<file path="config.mk">
export PLATFORM = sky130hd
export DESIGN_NAME = net_sync_ctrl
export DESIGN_NICKNAME = d
export VERILOG_FILES = /design/src/rtl/net_sync_pkg.sv /design/src/rtl/net_sync_rx.sv /design/src/rtl/net_sync_ctrl.sv
export SDC_FILE = /design/constraint.sdc
export NUM_CORES = 1
export LEC_CHECK = 0
export ABC_AREA = 0
export BUFFER_PORTS_ARGS = -buffer_cell sky130_fd_sc_hd__buf_2
export CORE_MARGIN = 2
export CORE_UTILIZATION = 40
export DETAILED_ROUTE_END_ITERATION = 10
export HOLD_SLACK_MARGIN = 0.02
export PLACE_DENSITY = 0.69
export SLEW_MARGIN = 20
export SYNTH_ARGS = -nofsm -noshare
export SYNTH_HDL_FRONTEND = slang
export SYNTH_SLANG_ARGS = --single-unit
</file>
<file path="constraint.sdc">
create_clock -name clk_in -period 4.1 [get_ports clk_in]
set_input_delay 0.205 -clock clk_in [delete_from_list [all_inputs] [get_ports clk_in]]
set_output_delay 0.205 -clock clk_in [all_outputs]
set_load 0.005 [all_outputs]
</file>
<file path="src/rtl/net_sync_pkg.sv">
// Shared packet layout, FSM state types and kart state record for the kart-to-kart link.
// Word packing helpers are used by the TX side of net_sync_ctrl.
package net_sync_pkg;

  localparam logic [7:0] MAGIC = 8'hA5;

  // Header word fields
  localparam int HDR_MAGIC_MSB = 31;
  localparam int HDR_MAGIC_LSB = 24;
  localparam int HDR_SEQ_MSB   = 23;
  localparam int HDR_SEQ_LSB   = 16;
  localparam int HDR_STAT_MSB  = 1;
  localparam int HDR_STAT_LSB  = 0;

  // Payload word fields
  localparam int PAY_X_MSB   = 31;
  localparam int PAY_X_LSB   = 21;
  localparam int PAY_Y_MSB   = 20;
  localparam int PAY_Y_LSB   = 10;
  localparam int PAY_DIR_MSB = 9;
  localparam int PAY_DIR_LSB = 1;
  localparam int PAY_PAR_BIT = 0;

  typedef enum logic [1:0] {
    TX_IDLE,
    TX_HDR,
    TX_PAY
  } tx_state_t;

  typedef enum logic {
    RX_WAIT_HDR,
    RX_WAIT_PAY
  } rx_state_t;

  typedef struct packed {
    logic [10:0] x;
    logic [10:0] y;
    logic [8:0]  dir;
    logic [1:0]  stat;
  } kart_state_t;

  function automatic logic [31:0] pack_header(input logic [7:0] seq, input logic [1:0] stat);
    logic [31:0] w;
    w = '0;
    w[HDR_MAGIC_MSB:HDR_MAGIC_LSB] = MAGIC;
    w[HDR_SEQ_MSB:HDR_SEQ_LSB]     = seq;
    w[HDR_STAT_MSB:HDR_STAT_LSB]   = stat;
    return w;
  endfunction

  // Bit that makes the whole payload word XOR to zero.
  function automatic logic payload_parity(input logic [10:0] x, input logic [10:0] y,
                                          input logic [8:0] dir);
    return ^{x, y, dir};
  endfunction

  function automatic logic [31:0] pack_payload(input logic [10:0] x, input logic [10:0] y,
                                               input logic [8:0] dir, input logic par);
    logic [31:0] w;
    w = '0;
    w[PAY_X_MSB:PAY_X_LSB]     = x;
    w[PAY_Y_MSB:PAY_Y_LSB]     = y;
    w[PAY_DIR_MSB:PAY_DIR_LSB] = dir;
    w[PAY_PAR_BIT]             = par;
    return w;
  endfunction

endpackage

</file>
<file path="src/rtl/net_sync_rx.sv">
// RX parser: header/payload pairing, gap abort, duplicate-seq filter and opponent registers.
// Payload parity is checked only when NET_SYNC_PARITY_EN is defined.
module net_sync_rx
  import net_sync_pkg::*;
#(
  parameter int RX_GAP_CYCLES = 64
) (
  input  logic        clk_in,
  input  logic        rst_in,
  input  logic        rx_axiov_in,
  input  logic [31:0] rx_axiod_in,
  output logic        accept,
  output kart_state_t opponent
);

  localparam int GAP_W = $clog2(RX_GAP_CYCLES + 1);
  localparam logic [GAP_W-1:0] GAP_LAST = GAP_W'(RX_GAP_CYCLES - 1);

  rx_state_t        rx_state_reg, rx_state_next;
  logic [7:0]       hdr_seq_reg, hdr_seq_next;
  logic [1:0]       hdr_stat_reg, hdr_stat_next;
  logic [7:0]       last_seq_reg, last_seq_next;
  logic             seen_reg, seen_next;
  logic [GAP_W-1:0] gap_cnt_reg, gap_cnt_next;
  kart_state_t      opp_reg, opp_next;
  logic             parity_ok;

`ifdef NET_SYNC_PARITY_EN
  assign parity_ok = ~(^rx_axiod_in);
`else
  logic unused_parity_bit;
  assign unused_parity_bit = rx_axiod_in[PAY_PAR_BIT];
  assign parity_ok         = 1'b1;
`endif

  always_ff @(posedge clk_in) begin
    if (rst_in) begin
      rx_state_reg <= RX_WAIT_HDR;
      hdr_seq_reg  <= '0;
      hdr_stat_reg <= '0;
      last_seq_reg <= '0;
      seen_reg     <= 1'b0;
      gap_cnt_reg  <= '0;
      opp_reg      <= '0;
    end else begin
      rx_state_reg <= rx_state_next;
      hdr_seq_reg  <= hdr_seq_next;
      hdr_stat_reg <= hdr_stat_next;
      last_seq_reg <= last_seq_next;
      seen_reg     <= seen_next;
      gap_cnt_reg  <= gap_cnt_next;
      opp_reg      <= opp_next;
    end
  end

  always_comb begin
    rx_state_next = rx_state_reg;
    hdr_seq_next  = hdr_seq_reg;
    hdr_stat_next = hdr_stat_reg;
    last_seq_next = last_seq_reg;
    seen_next     = seen_reg;
    gap_cnt_next  = gap_cnt_reg;
    opp_next      = opp_reg;
    accept        = 1'b0;
    case (rx_state_reg)
      RX_WAIT_HDR: begin
        if (rx_axiov_in && rx_axiod_in[HDR_MAGIC_MSB:HDR_MAGIC_LSB] == MAGIC) begin
          hdr_seq_next  = rx_axiod_in[HDR_SEQ_MSB:HDR_SEQ_LSB];
          hdr_stat_next = rx_axiod_in[HDR_STAT_MSB:HDR_STAT_LSB];
          gap_cnt_next  = '0;
          rx_state_next = RX_WAIT_PAY;
        end
      end
      RX_WAIT_PAY: begin
        if (rx_axiov_in) begin
          rx_state_next = RX_WAIT_HDR;
          // seen_reg lets the very first packet through even if its seq equals the reset last_seq.
          if (parity_ok && (!seen_reg || hdr_seq_reg != last_seq_reg)) begin
            accept        = 1'b1;
            opp_next.x    = rx_axiod_in[PAY_X_MSB:PAY_X_LSB];
            opp_next.y    = rx_axiod_in[PAY_Y_MSB:PAY_Y_LSB];
            opp_next.dir  = rx_axiod_in[PAY_DIR_MSB:PAY_DIR_LSB];
            opp_next.stat = hdr_stat_reg;
            last_seq_next = hdr_seq_reg;
            seen_next     = 1'b1;
          end
        end else if (gap_cnt_reg == GAP_LAST) begin
          rx_state_next = RX_WAIT_HDR;
        end else begin
          gap_cnt_next = gap_cnt_reg + 1'b1;
        end
      end
      default: rx_state_next = RX_WAIT_HDR;
    endcase
  end

  assign opponent = opp_reg;

endmodule

</file>
<file path="src/rtl/net_sync_ctrl.sv">
// Per-frame kart state exchange: TX packet sequencer, link timeout and the RX parser instance.
// Define NET_SYNC_PARITY_EN to generate and check even parity on the payload word.
module net_sync_ctrl
  import net_sync_pkg::*;
#(
  parameter int TIMEOUT_FRAMES = 30,
  parameter int RX_GAP_CYCLES  = 64
) (
  input  logic        clk_in,
  input  logic        rst_in,
  input  logic        frame_start_in,
  input  logic [10:0] player_x_in,
  input  logic [10:0] player_y_in,
  input  logic [8:0]  direction_in,
  input  logic [1:0]  game_stat_in,
  output logic        tx_valid_out,
  input  logic        tx_ready_in,
  output logic [31:0] tx_data_out,
  input  logic        rx_axiov_in,
  input  logic [31:0] rx_axiod_in,
  output logic [10:0] opponent_x_out,
  output logic [10:0] opponent_y_out,
  output logic [8:0]  opponent_dir_out,
  output logic [1:0]  opponent_stat_out,
  output logic        link_up_out
);

  localparam int TO_W = $clog2(TIMEOUT_FRAMES + 1);
  localparam logic [TO_W-1:0] TO_MAX = TO_W'(TIMEOUT_FRAMES);

  tx_state_t       tx_state_reg, tx_state_next;
  kart_state_t     snap_reg, snap_next;
  logic [7:0]      tx_seq_reg, tx_seq_next;
  logic [TO_W-1:0] timeout_cnt_reg, timeout_cnt_next, timeout_cnt_inc;
  logic            link_up_reg, link_up_next;
  logic            pay_parity;
  logic            accept;
  kart_state_t     opponent;

`ifdef NET_SYNC_PARITY_EN
  assign pay_parity = payload_parity(snap_reg.x, snap_reg.y, snap_reg.dir);
`else
  assign pay_parity = 1'b0;
`endif

  always_ff @(posedge clk_in) begin
    if (rst_in) begin
      tx_state_reg    <= TX_IDLE;
      snap_reg        <= '0;
      tx_seq_reg      <= '0;
      timeout_cnt_reg <= '0;
      link_up_reg     <= 1'b0;
    end else begin
      tx_state_reg    <= tx_state_next;
      snap_reg        <= snap_next;
      tx_seq_reg      <= tx_seq_next;
      timeout_cnt_reg <= timeout_cnt_next;
      link_up_reg     <= link_up_next;
    end
  end

  // Data is a function of registered state only, so it cannot change while stalled.
  always_comb begin
    tx_state_next = tx_state_reg;
    snap_next     = snap_reg;
    tx_seq_next   = tx_seq_reg;
    tx_valid_out  = 1'b0;
    tx_data_out   = '0;
    case (tx_state_reg)
      TX_IDLE: begin
        if (frame_start_in) begin
          snap_next.x    = player_x_in;
          snap_next.y    = player_y_in;
          snap_next.dir  = direction_in;
          snap_next.stat = game_stat_in;
          tx_state_next  = TX_HDR;
        end
      end
      TX_HDR: begin
        tx_valid_out = 1'b1;
        tx_data_out  = pack_header(tx_seq_reg, snap_reg.stat);
        if (tx_ready_in) begin
          tx_state_next = TX_PAY;
        end
      end
      TX_PAY: begin
        tx_valid_out = 1'b1;
        tx_data_out  = pack_payload(snap_reg.x, snap_reg.y, snap_reg.dir, pay_parity);
        if (tx_ready_in) begin
          tx_seq_next   = tx_seq_reg + 8'd1;
          tx_state_next = TX_IDLE;
        end
      end
      default: tx_state_next = TX_IDLE;
    endcase
  end

  // Acceptance outranks a coincident frame start.
  always_comb begin
    timeout_cnt_next = timeout_cnt_reg;
    link_up_next     = link_up_reg;
    timeout_cnt_inc  = timeout_cnt_reg + 1'b1;
    if (accept) begin
      timeout_cnt_next = '0;
      link_up_next     = 1'b1;
    end else if (frame_start_in && timeout_cnt_reg != TO_MAX) begin
      timeout_cnt_next = timeout_cnt_inc;
      if (timeout_cnt_inc == TO_MAX) begin
        link_up_next = 1'b0;
      end
    end
  end

  net_sync_rx #(
    .RX_GAP_CYCLES(RX_GAP_CYCLES)
  ) u_rx (
    .clk_in      (clk_in),
    .rst_in      (rst_in),
    .rx_axiov_in (rx_axiov_in),
    .rx_axiod_in (rx_axiod_in),
    .accept      (accept),
    .opponent    (opponent)
  );

  assign opponent_x_out    = opponent.x;
  assign opponent_y_out    = opponent.y;
  assign opponent_dir_out  = opponent.dir;
  assign opponent_stat_out = opponent.stat;
  assign link_up_out       = link_up_reg;

endmodule

</file>
======== Word level (Yosys, flattened, before mapping) ========
Index checks and enable logic that the tools add are counted.
cells by class
  $add $sub $neg .......................... 3
  eq/ne operators ......................... 13
  muxes and demuxes ....................... 20
  bitwise gates (word level) .............. 1
  reductions and logical operators ........ 16
operator list
  kind                                           number
  one-hot mux 32 bit (2 select lines)            1
  2-to-1 mux 7 bit                               3
  one-hot mux 7 bit (2 select lines)             1
  2-to-1 mux 1 bit                               10
  != test 2 bit, second input constant           5
  AND reduction 3 bit                            3
  adder 8 x 1 -> 8 bit, second input constant    1
  == test 8 bit, second input constant           1
  != test 8 bit                                  1
  AND reduction 2 bit                            4
  adder 7 x 1 -> 7 bit, second input constant    1
  == test 7 x 6 -> 1 bit, second input constant  1
  2-to-1 mux 2 bit                               3
  one-hot mux 2 bit (3 select lines)             1
  adder 5 x 1 -> 5 bit, second input constant    1
  == test 5 bit, second input constant           1
  != test 5 bit, second input constant           1
  nonzero test 2 bit                             2
  OR reduction 2 bit                             2
  == test 2 x 1 -> 1 bit, second input constant  1
  == test 2 bit, second input constant           1
  logical AND 1 bit                              2
  zero test 2 bit                                1
  != test 2 x 1 -> 1 bit, second input constant  1
  other kinds (4)                                4
storage, ports and cells
  register bits ........................... 109
  input port bits ......................... 70
  output and inout port bits .............. 67
  logic and storage cells ................. 71

======== Logic depth before layout (Yosys ltp) ========
Gate-level depths: netlist of the first run.
  word-level depth ........................ 7
  depth in mapped cells ................... 7
  mapped depth without buffers ............ 6

======== Cells and area by module ========
From an unflattened synthesis of the first run, not the netlist that was laid out.
second synthesis, totals
  cells, all modules ...................... 713
  area, all modules ....................... 5819.3 µm²
modules (own cells, without submodules)
  module         instances  cells each  area each (µm²)  sequential area each (µm²)
  net_sync_rx    1          419         3530.9           1201.2
  net_sync_ctrl  1          294         2288.4           980.9

======== Worst setup path after synthesis of the first run ========
OpenSTA, ideal clock, no wires.
  kind .................................... register -> register
  from .................................... reg u_rx.hdr_seq_reg[4]
  to ...................................... reg u_rx.opp_reg (netlist bit u_rx.opponent[0])
  library setup time ...................... 0.125 ns
  arrival ................................. 1.380 ns
  required time ........................... 3.975 ns
  path slack .............................. 2.595 ns
  cell stages (with the launch flop) ...... 7
  path buffers ............................ 2
  clock period less this slack ............ 1.505 ns
  cell sequence ........................... dfxtp_1 xor2_1 or3_1 buf_6 buf_8 a22oi_2 nand3_1
on the way
  longest elaborated chain between the ends .. 3
RTL lines
  element                        line               source
  start, declared                net_sync_rx.sv:20  logic [7:0] hdr_seq_reg, hdr_seq_next;
  start signal, assigned         net_sync_rx.sv:47  hdr_seq_reg <= hdr_seq_next;
  != test 8 bit                  net_sync_rx.sv:78  if (parity_ok && (!seen_reg || hdr_seq_reg != last_seq_reg)) begin
  logical OR 1 bit               net_sync_rx.sv:78
  AND reduction 3 bit (no line)  -
  end signal, assigned           net_sync_rx.sv:52  opp_reg <= opp_next;
  end, declared                  net_sync_rx.sv:25  kart_state_t opp_reg, opp_next;
No other way between the ends.
A chain may end at the register's enable or synchronous reset.

======== Worst setup path in the final report of the first run ========
  from .................................... reg tx_state_reg[0]
  to ...................................... out tx_data_out[28]
on the way
  longest elaborated chain between the ends .. 2
  elaborated cells on any way between the ends .. 3
  classes of those cells .................. 2 x eq/ne; 1 x mux
RTL lines
  element                                                         line                 source
  start, declared                                                 net_sync_ctrl.sv:31  tx_state_t tx_state_reg, tx_state_next;
  start signal, assigned                                          net_sync_ctrl.sv:54  tx_state_reg <= tx_state_next;
  == test 2 bit / == test 2 x 1 -> 1 bit (equally long branches)  net_sync_ctrl.sv:69  case (tx_state_reg)
  one-hot mux 32 bit (2 select lines) (*)                         net_sync_ctrl.sv:69
  end, declared                                                   net_sync_ctrl.sv:18  output logic [31:0] tx_data_out,
Mark *: on every way between the ends. The rest lies on a longest branch, timed or not.

==> impl_metrics.py, run 1 <==
metrics = {
    "run_status": {
        "status": "finished clean",
    },
    "drt": {
        "ant_nets": 0,
        "viasPerCell": 5.379,
        "firstDrtPassIters": 5,
        "drtIter0Drc": 393,
        "num_vias": 5239,
        "drc": 0,
        "routedWlPerCell_um": 14.66,
        "drt_wl_total_um": 14270,
    },
    "die": {
        "core_area_um2": 13990,
        "start_util_pct": 41.31,
        "die_x_um": 124.2,
        "fp.dieArea_um2": 15430,
        "ios": 137,
        "die_y_um": 124.2,
        "num_rows": 43,
    },
    "logic_synthesis": {
        "ys_seq_area_share_pct": 37.76,
        "ys_warn_count": 0,
        "async_flop_share_pct": 0,
        "postSynthCellCount": 700,
        "netlist-cell-type-count": 50,
        "syn_avg_cell_area_um2": 8.256,
        "synthFlopType": "dfxtp_1",
        "netlist_area_um2": 5779,
        "synth-seq-cells": 109,
        "synth_edf_count": 0,
        "synth.net_count": 780,
    },
    "clock_tree": {
        "cts.sinks": 109,
        "cts_max_path_buffers": 2,
        "cts_buffers": 9,
        "clkTransAtPathRegs_ps": 70,
        "cts_resized": 0,
        "clock-root-buffer": "clkbuf_16",
        "clk_latency_ps": 350,
        "hold_buffers": 0,
        "cts_tree": "done",
        "cts_setup_buffers": 0,
        "cts_max_level": 3,
    },
    "layout": {
        "nets": 871,
        "design_area_um2": 6723,
        "multi_input_area_um2": 3272,
        "layout-drive-gt1-share_pct": 25.44,
        "seqCellArea_um2": 2182,
        "antennaDiodeCount": 0,
        "area_delta_synth_final_pct": 16.32,
        "fillerInstances": 1435,
    },
    "placement": {
        "gp_congestion": 0.7236,
        "dp_hpwl_um": 8983,
        "pre_cts_slack_ps": 1960,
        "portBuffers": 136,
        "placed_area_um2": 6444,
    },
    "global_routing": {
        "grt_use_met3_pct": 4.088,
        "grt_pass1_wl_um": 23470,
        "track_usage_pct": 17.87,
        "use_met2_pct": 26.71,
        "grt-ovfl-total": 0,
        "grt_pass1_vias": 4676,
        "met1_usage_pct": 25.68,
        "grt_max_degree": 107,
        "antenna_found_initial": 0,
        "grt-busiest-layer": "met2",
    },
    "sta": {
        "period_share_pct": 54.77,
        "layout_min_cycle_time_ps": 2246,
        "fin_ws_ps": 1854,
        "holdWs_ps": 86.24,
        "worst_pin_slew_ps": 1059,
        "slew_violations": 0,
        "setup_tns_ps": 0,
        "rsz0062_at_grt": "no",
        "setup_viol": 0,
        "fmax_mhz": 445.3,
        "hold_viol": 0,
        "finClkSkew_ps": 11.27,
        "relSlewSlack_pct": 29.40,
    },
    "critical_path": {
        "cp_top_family": "adder cells",
        "cp_slowest_stage_delay_ps": 830,
        "cp_slowest_cell": "ha_1",
        "end_kind": "primary output",
        "worstPathArrival_ps": 2040,
        "worst-setup-path-type": "flip-flop to primary output",
        "crit_path_max_fanout": 32,
        "path_cells": "inv_1 -> ha_1 -> and3_1 -> buf_2",
        "critPathLaunchType": "flip-flop",
        "crit_required_ps": 3890,
        "r2r_slack_ps": 1970,
        "path_buf_inv": 2,
    },
    "power_and_ir_drop": {
        "vdd.ir_drop.worst_v": 0.0002404,
        "p_leak_uw": 0.002756,
        "powerDensity_nw_per_um2": 360.3,
    },
    "min_path": {
        "hold_class": "primary input to flip-flop",
    },
    "job": {
        "drv_cap": 0,
    },
}
-- per-stage QoR --
| step | util, % | power (uW) | instances |
|---|---|---|---|
| after global placement | 46.06 | 1612 | 960 |
| after global routing | 48.06 | 2550 | 974 |
| after floorplan | - | 1482 | 700 |
| final | 48.06 | 2422 | 974 |
| after CTS | 48.02 | 2444 | 974 |
| after detailed placement | 46.06 | 1617 | 960 |
-- cells in the mapped netlist, types with 21 or more instances --
cell	n	area share, %
a21oi_1	52	4.5
clkbuf_1	36	2.3
and3_1	21	2.3
dfxtp_1	109	38
nand3_1	44	3.8
nor2_1	24	1.6
nor2b_1	49	5.3
nor3b_1	31	4.0
o21ai_0	38	3.3
nand4_1	39	4.2
nand2_1	90	5.8
a22oi_2	30	6.5
-- layout by cell type (no fill, tap or decap), types with 2 or more instances in the layout --
master and n:
a21oi_1 52, a22oi_1 14, a22oi_2 30, and2_1 4, and3_1 21, and3_2 4, buf_2 135, buf_4 8
clkbuf_16 9, clkinv_4 3, dfxtp_1 109, ha_1 10, inv_1 9, mux2i_1 12, nand2_1 87, nand2_2 2
nand2b_1 2, nand3_1 44, nand3b_1 2, nand4_1 39, nor2_1 24, nor2b_1 49, nor3_1 7, nor3b_1 31
o21ai_0 38, o31ai_1 3, or3_1 3, or4_1 2, xnor2_1 9, xor2_1 9
-- logic make-up (layout without fill, tap and decap cells) --
| group | after synthesis | in the layout | share of synthesized area, % |
|---|---|---|---|
| AND/OR/NAND/NOR | 332 | 332 | 31.22 |
| AO/OA/AOI/OAI | 147 | 147 | 18.19 |
| flip-flops | 109 | 109 | 37.76 |
| buffers and inverters | 72 | 166 | 5.867 |
| XOR/XNOR | 18 | 18 | 2.728 |
| multiplexers | 12 | 12 | 2.078 |
| adder cells (fa/ha/maj) | 10 | 10 | 2.165 |
-- metal layers --
layer	share of wire, %	vias up
met3	5.6	13
met1	49	2423
li1	-	2662
met2	44	141
met4	1.3	0
met5	0	-
-- worst register-to-register path, cell delays in order, from the launching register on --
cell       delay [ps]
dfxtp_1           330
xor2_1            190
nor3_4            870
a31oi_2           340
a2111oi_2         290
-- path summary, 6_finish.rpt --
check,to,start,cells after the start
setup / recovery,tx_data_out[28],tx_state_reg[0],4
hold / removal,snap_reg[5],direction_in[3],3
setup reg to reg,timeout_cnt_reg[1],u_rx.hdr_seq_reg[4],4
hold reg to reg,snap_reg[15],snap_reg[15],2
-- layout make-up --
class                      instances  share of cell area (%)
clock buffer                      10                   3.555
clock inverter                     4                  0.5211
inverter                           9                  0.5025
multi-input combinational        519                   48.67
sequential                       109                   32.46
tap                              180                   3.350
timing repair buffer             143                   10.94
-- power by group --
group	internal (uW)	switching, uW
Sequential	1120	31.9
Clock	428	403
Combinational	161	280
(Power assumes the default switching activity.)
==> inputs of run 2 (changes only) <==
--- a/config.mk
+++ b/config.mk
@@ -5,13 +5,13 @@
 export SDC_FILE = /design/constraint.sdc
 export NUM_CORES = 1
 export LEC_CHECK = 0
-export ABC_AREA = 0
+export ABC_AREA = 1
 export BUFFER_PORTS_ARGS = -buffer_cell sky130_fd_sc_hd__buf_2
 export CORE_MARGIN = 2
 export CORE_UTILIZATION = 40
 export DETAILED_ROUTE_END_ITERATION = 10
 export HOLD_SLACK_MARGIN = 0.02
-export PLACE_DENSITY = 0.69
+export PLACE_DENSITY = 0.71
 export SLEW_MARGIN = 20
 export SYNTH_ARGS = -nofsm -noshare
 export SYNTH_HDL_FRONTEND = slang
==> constraint.sdc (replaced) <==
create_clock -name clk_in -period 2.1 [get_ports clk_in]
set_input_delay 0.105 -clock clk_in [delete_from_list [all_inputs] [get_ports clk_in]]
set_output_delay 0.105 -clock clk_in [all_outputs]
set_load 0.005 [all_outputs]
==> impl_metrics.py, run 2 <==
metrics = {
    "run_status": {
        "status": "finished clean",
    },
    "logic_synthesis": {
        "synth_edf_count": 0,
        "synth-seq-cells": 109,
        "synth_top_cell_by_area": "dfxtp_1",
        "synth.net_count": 809,
        "synth_most_common_cell": "nor2_1",
        "netlist-cell-type-count": 27,
        "async_flop_share_pct": 0,
        "ys_seq_area_share_pct": 43.89,
        "syn_avg_cell_area_um2": 6.821,
        "synthFlopType": "dfxtp_1",
        "synth_top_cell_area_share_pct": 43.89,
        "synth_area_leaders": "dfxtp_1 (44%), nor2_1 (13%), nand2_1 (9.4%)",
        "yosys-top-cells-count": "nor2_1 (174), nand2_1 (125), dfxtp_1 (109)",
        "netlist_area_um2": 4972,
        "postSynthCellCount": 729,
        "ys_warn_count": 0,
    },
    "critical_path": {
        "cp_slowest_stage_delay_ps": 360,
        "ff2ff_path_depth": 6,
        "end_kind": "primary output",
        "r2r_slack_ps": 350,
        "crit_required_ps": 2000,
        "path_cells": "inv_1 -> ha_1 -> clkinv_1 -> buf_4 -> a21oi_1 -> buf_2",
        "cp-startpoint": "tx_state_reg[0]",
        "path_buf_inv": 4,
        "rr_endpoint": "snap_reg[20]",
        "crit_path_max_fanout": 24,
        "cp_slowest_cell": "dfxtp_1",
        "r2r_start": "tx_state_reg[0]",
        "worst-setup-path-type": "flip-flop to primary output",
        "critPathLaunchType": "flip-flop",
        "worstPathArrival_ps": 1850,
        "cp_top_family": "buffers and inverters",
    },
    "die": {
        "num_rows": 40,
        "start_util_pct": 41.22,
        "die_x_um": 115.5,
        "core_area_um2": 12060,
        "fp.dieArea_um2": 13340,
        "ios": 137,
        "die_y_um": 115.5,
    },
    "global_routing": {
        "grt_max_degree": 42,
        "grt-ovfl-total": 0,
        "grt_use_met3_pct": 4.341,
        "grt_pass1_wl_um": 19150,
        "met1_usage_pct": 21.02,
        "grt_pass1_vias": 4376,
        "use_met2_pct": 31.35,
        "track_usage_pct": 17.78,
        "antenna_found_initial": 0,
        "grt-busiest-layer": "met2",
    },
    "clock_tree": {
        "cts_buffers": 9,
        "cts_max_path_buffers": 2,
        "clkTransAtPathRegs_ps": 70,
        "cts_max_level": 3,
        "clk_latency_ps": 350,
        "cts_tree": "done",
        "cts.sinks": 109,
        "clock-root-buffer": "clkbuf_16",
    },
    "placement": {
        "portBuffers": 136,
        "gp_congestion": 0.7484,
        "placed_cells": 1008,
        "placed_area_um2": 5827,
        "dp_hpwl_um": 7975,
    },
    "layout": {
        "fillerInstances": 1201,
        "design_area_um2": 6429,
        "mostFrequentLayoutCell": "nor2_1",
        "fin_cells": 1049,
        "antennaDiodeCount": 0,
        "multi_input_area_um2": 2307,
        "seqCellArea_um2": 2182,
        "layout_common_cells": "nor2_1 (174), buf_2 (136), nand2_1 (125), dfxtp_1 (109), inv_1 (70)",
        "area_delta_synth_final_pct": 29.29,
        "layout-drive-gt1-share_pct": 20.20,
        "nets": 956,
    },
    "sta": {
        "fmax_mhz": 512.7,
        "setup_viol": 0,
        "holdWs_ps": 29.59,
        "worst_pin_slew_ps": 1004,
        "period_share_pct": 92.87,
        "slew_violations": 0,
        "relSlewSlack_pct": 32.97,
        "finClkSkew_ps": 9.546,
        "hold_viol": 0,
        "setup_tns_ps": 0,
        "rsz0062_at_grt": "no",
        "layout_min_cycle_time_ps": 1950,
    },
    "drt": {
        "drt_wl_total_um": 11760,
        "ant_nets": 0,
        "drc": 0,
        "firstDrtPassIters": 4,
        "num_vias": 4859,
        "routedWlPerCell_um": 11.21,
        "viasPerCell": 4.632,
        "drtIter0Drc": 250,
    },
    "job": {
        "drv_cap": 0,
    },
    "power_and_ir_drop": {
        "p_leak_uw": 0.003012,
        "vdd.ir_drop.worst_v": 0.0006650,
        "powerDensity_nw_per_um2": 876.2,
    },
    "min_path": {
        "holdPathStages": 3,
        "holdPathEnd": "snap_reg[4]",
        "hold_class": "primary input to flip-flop",
        "hp-start": "direction_in[2]",
    },
}
-- run 2: changes by cell type after synthesis, sizes merged, moves of 21 or more --
cell / previous run / this run
clkbuf: 36 / 15
nand4: 39 / 2
a22oi: 44 / 0
nand2: 90 / 126
nor2b: 49 / 0
nor2: 24 / 175
inv: 9 / 76
and3: 25 / 0
nor3b: 31 / 0
-- run 2: tightest hold or removal path, cell delays in order --
cell	delay (ps)
buf_2	70
o21ai_0	80
nor2_1	80
-- run 2: kinds of logic after synthesis --
family | share of synthesized area [%]
AO/OA/AOI/OAI | 13.11
XOR/XNOR | 1.057
AND/OR/NAND/NOR | 29.52
multiplexers | 0.2013
flip-flops | 43.89
adder cells (fa/ha/maj) | 2.516
buffers and inverters | 9.713
-- run 2: layout make-up --
type,count,area share (%)
multi-input cells,502,35.89
flip-flops and latches,109,33.94
clock buffers,10,3.562
clock inverters,6,1.849
well taps,168,3.270
repair buffers,177,16.99
inverters,77,4.496
-- run 2: worst max-delay path by stage --
stage / endpoint / slack (ps) / cells past startpoint
final: tx_data_out[23] / 150 / 6
after global routing: tx_data_out[23] / 30 / 6
after floorplan: tx_seq_reg[6] / 680 / 9
after CTS: tx_data_out[23] / 120 / 6
after global placement: snap_reg[4] / 420 / 6
after detailed placement: snap_reg[11] / 340 / 6
-- run 2: where the power goes --
group,internal [uW],switching [uW],total (uW)
combinational,458,792,1250
sequential,2290,129,2420
clock,1180,788,1970
total,3920,1710,5630
-- run 2: what timing repair did --
action | 4_1_cts | 5_1_grt
endpoints found under the hold margin | 25 | 0
hold buffers | 25 | 0
resized for setup | 0 | 1
setup buffers | 0 | 0
endpoints found under the setup margin | 0 | 1
-- run 2: layer usage --
metal,vias up,share of wire (%)
met5,-,0
met4,0,1.1
met3,9,5.4
met2,116,47
met1,2142,46
li1,2592,-
-- run 2: stage by stage --
step | total power [uW] | setup slack [ps] | utilization, %
global route | 5965 | 27.37 | 53.30
global placement | 3646 | 418.5 | 48.31
CTS | 5683 | 123.5 | 53.27
finish | 5633 | 149.7 | 53.30
floorplan | 3250 | 683.0 | -
detailed placement | 3679 | 342.1 | 48.31
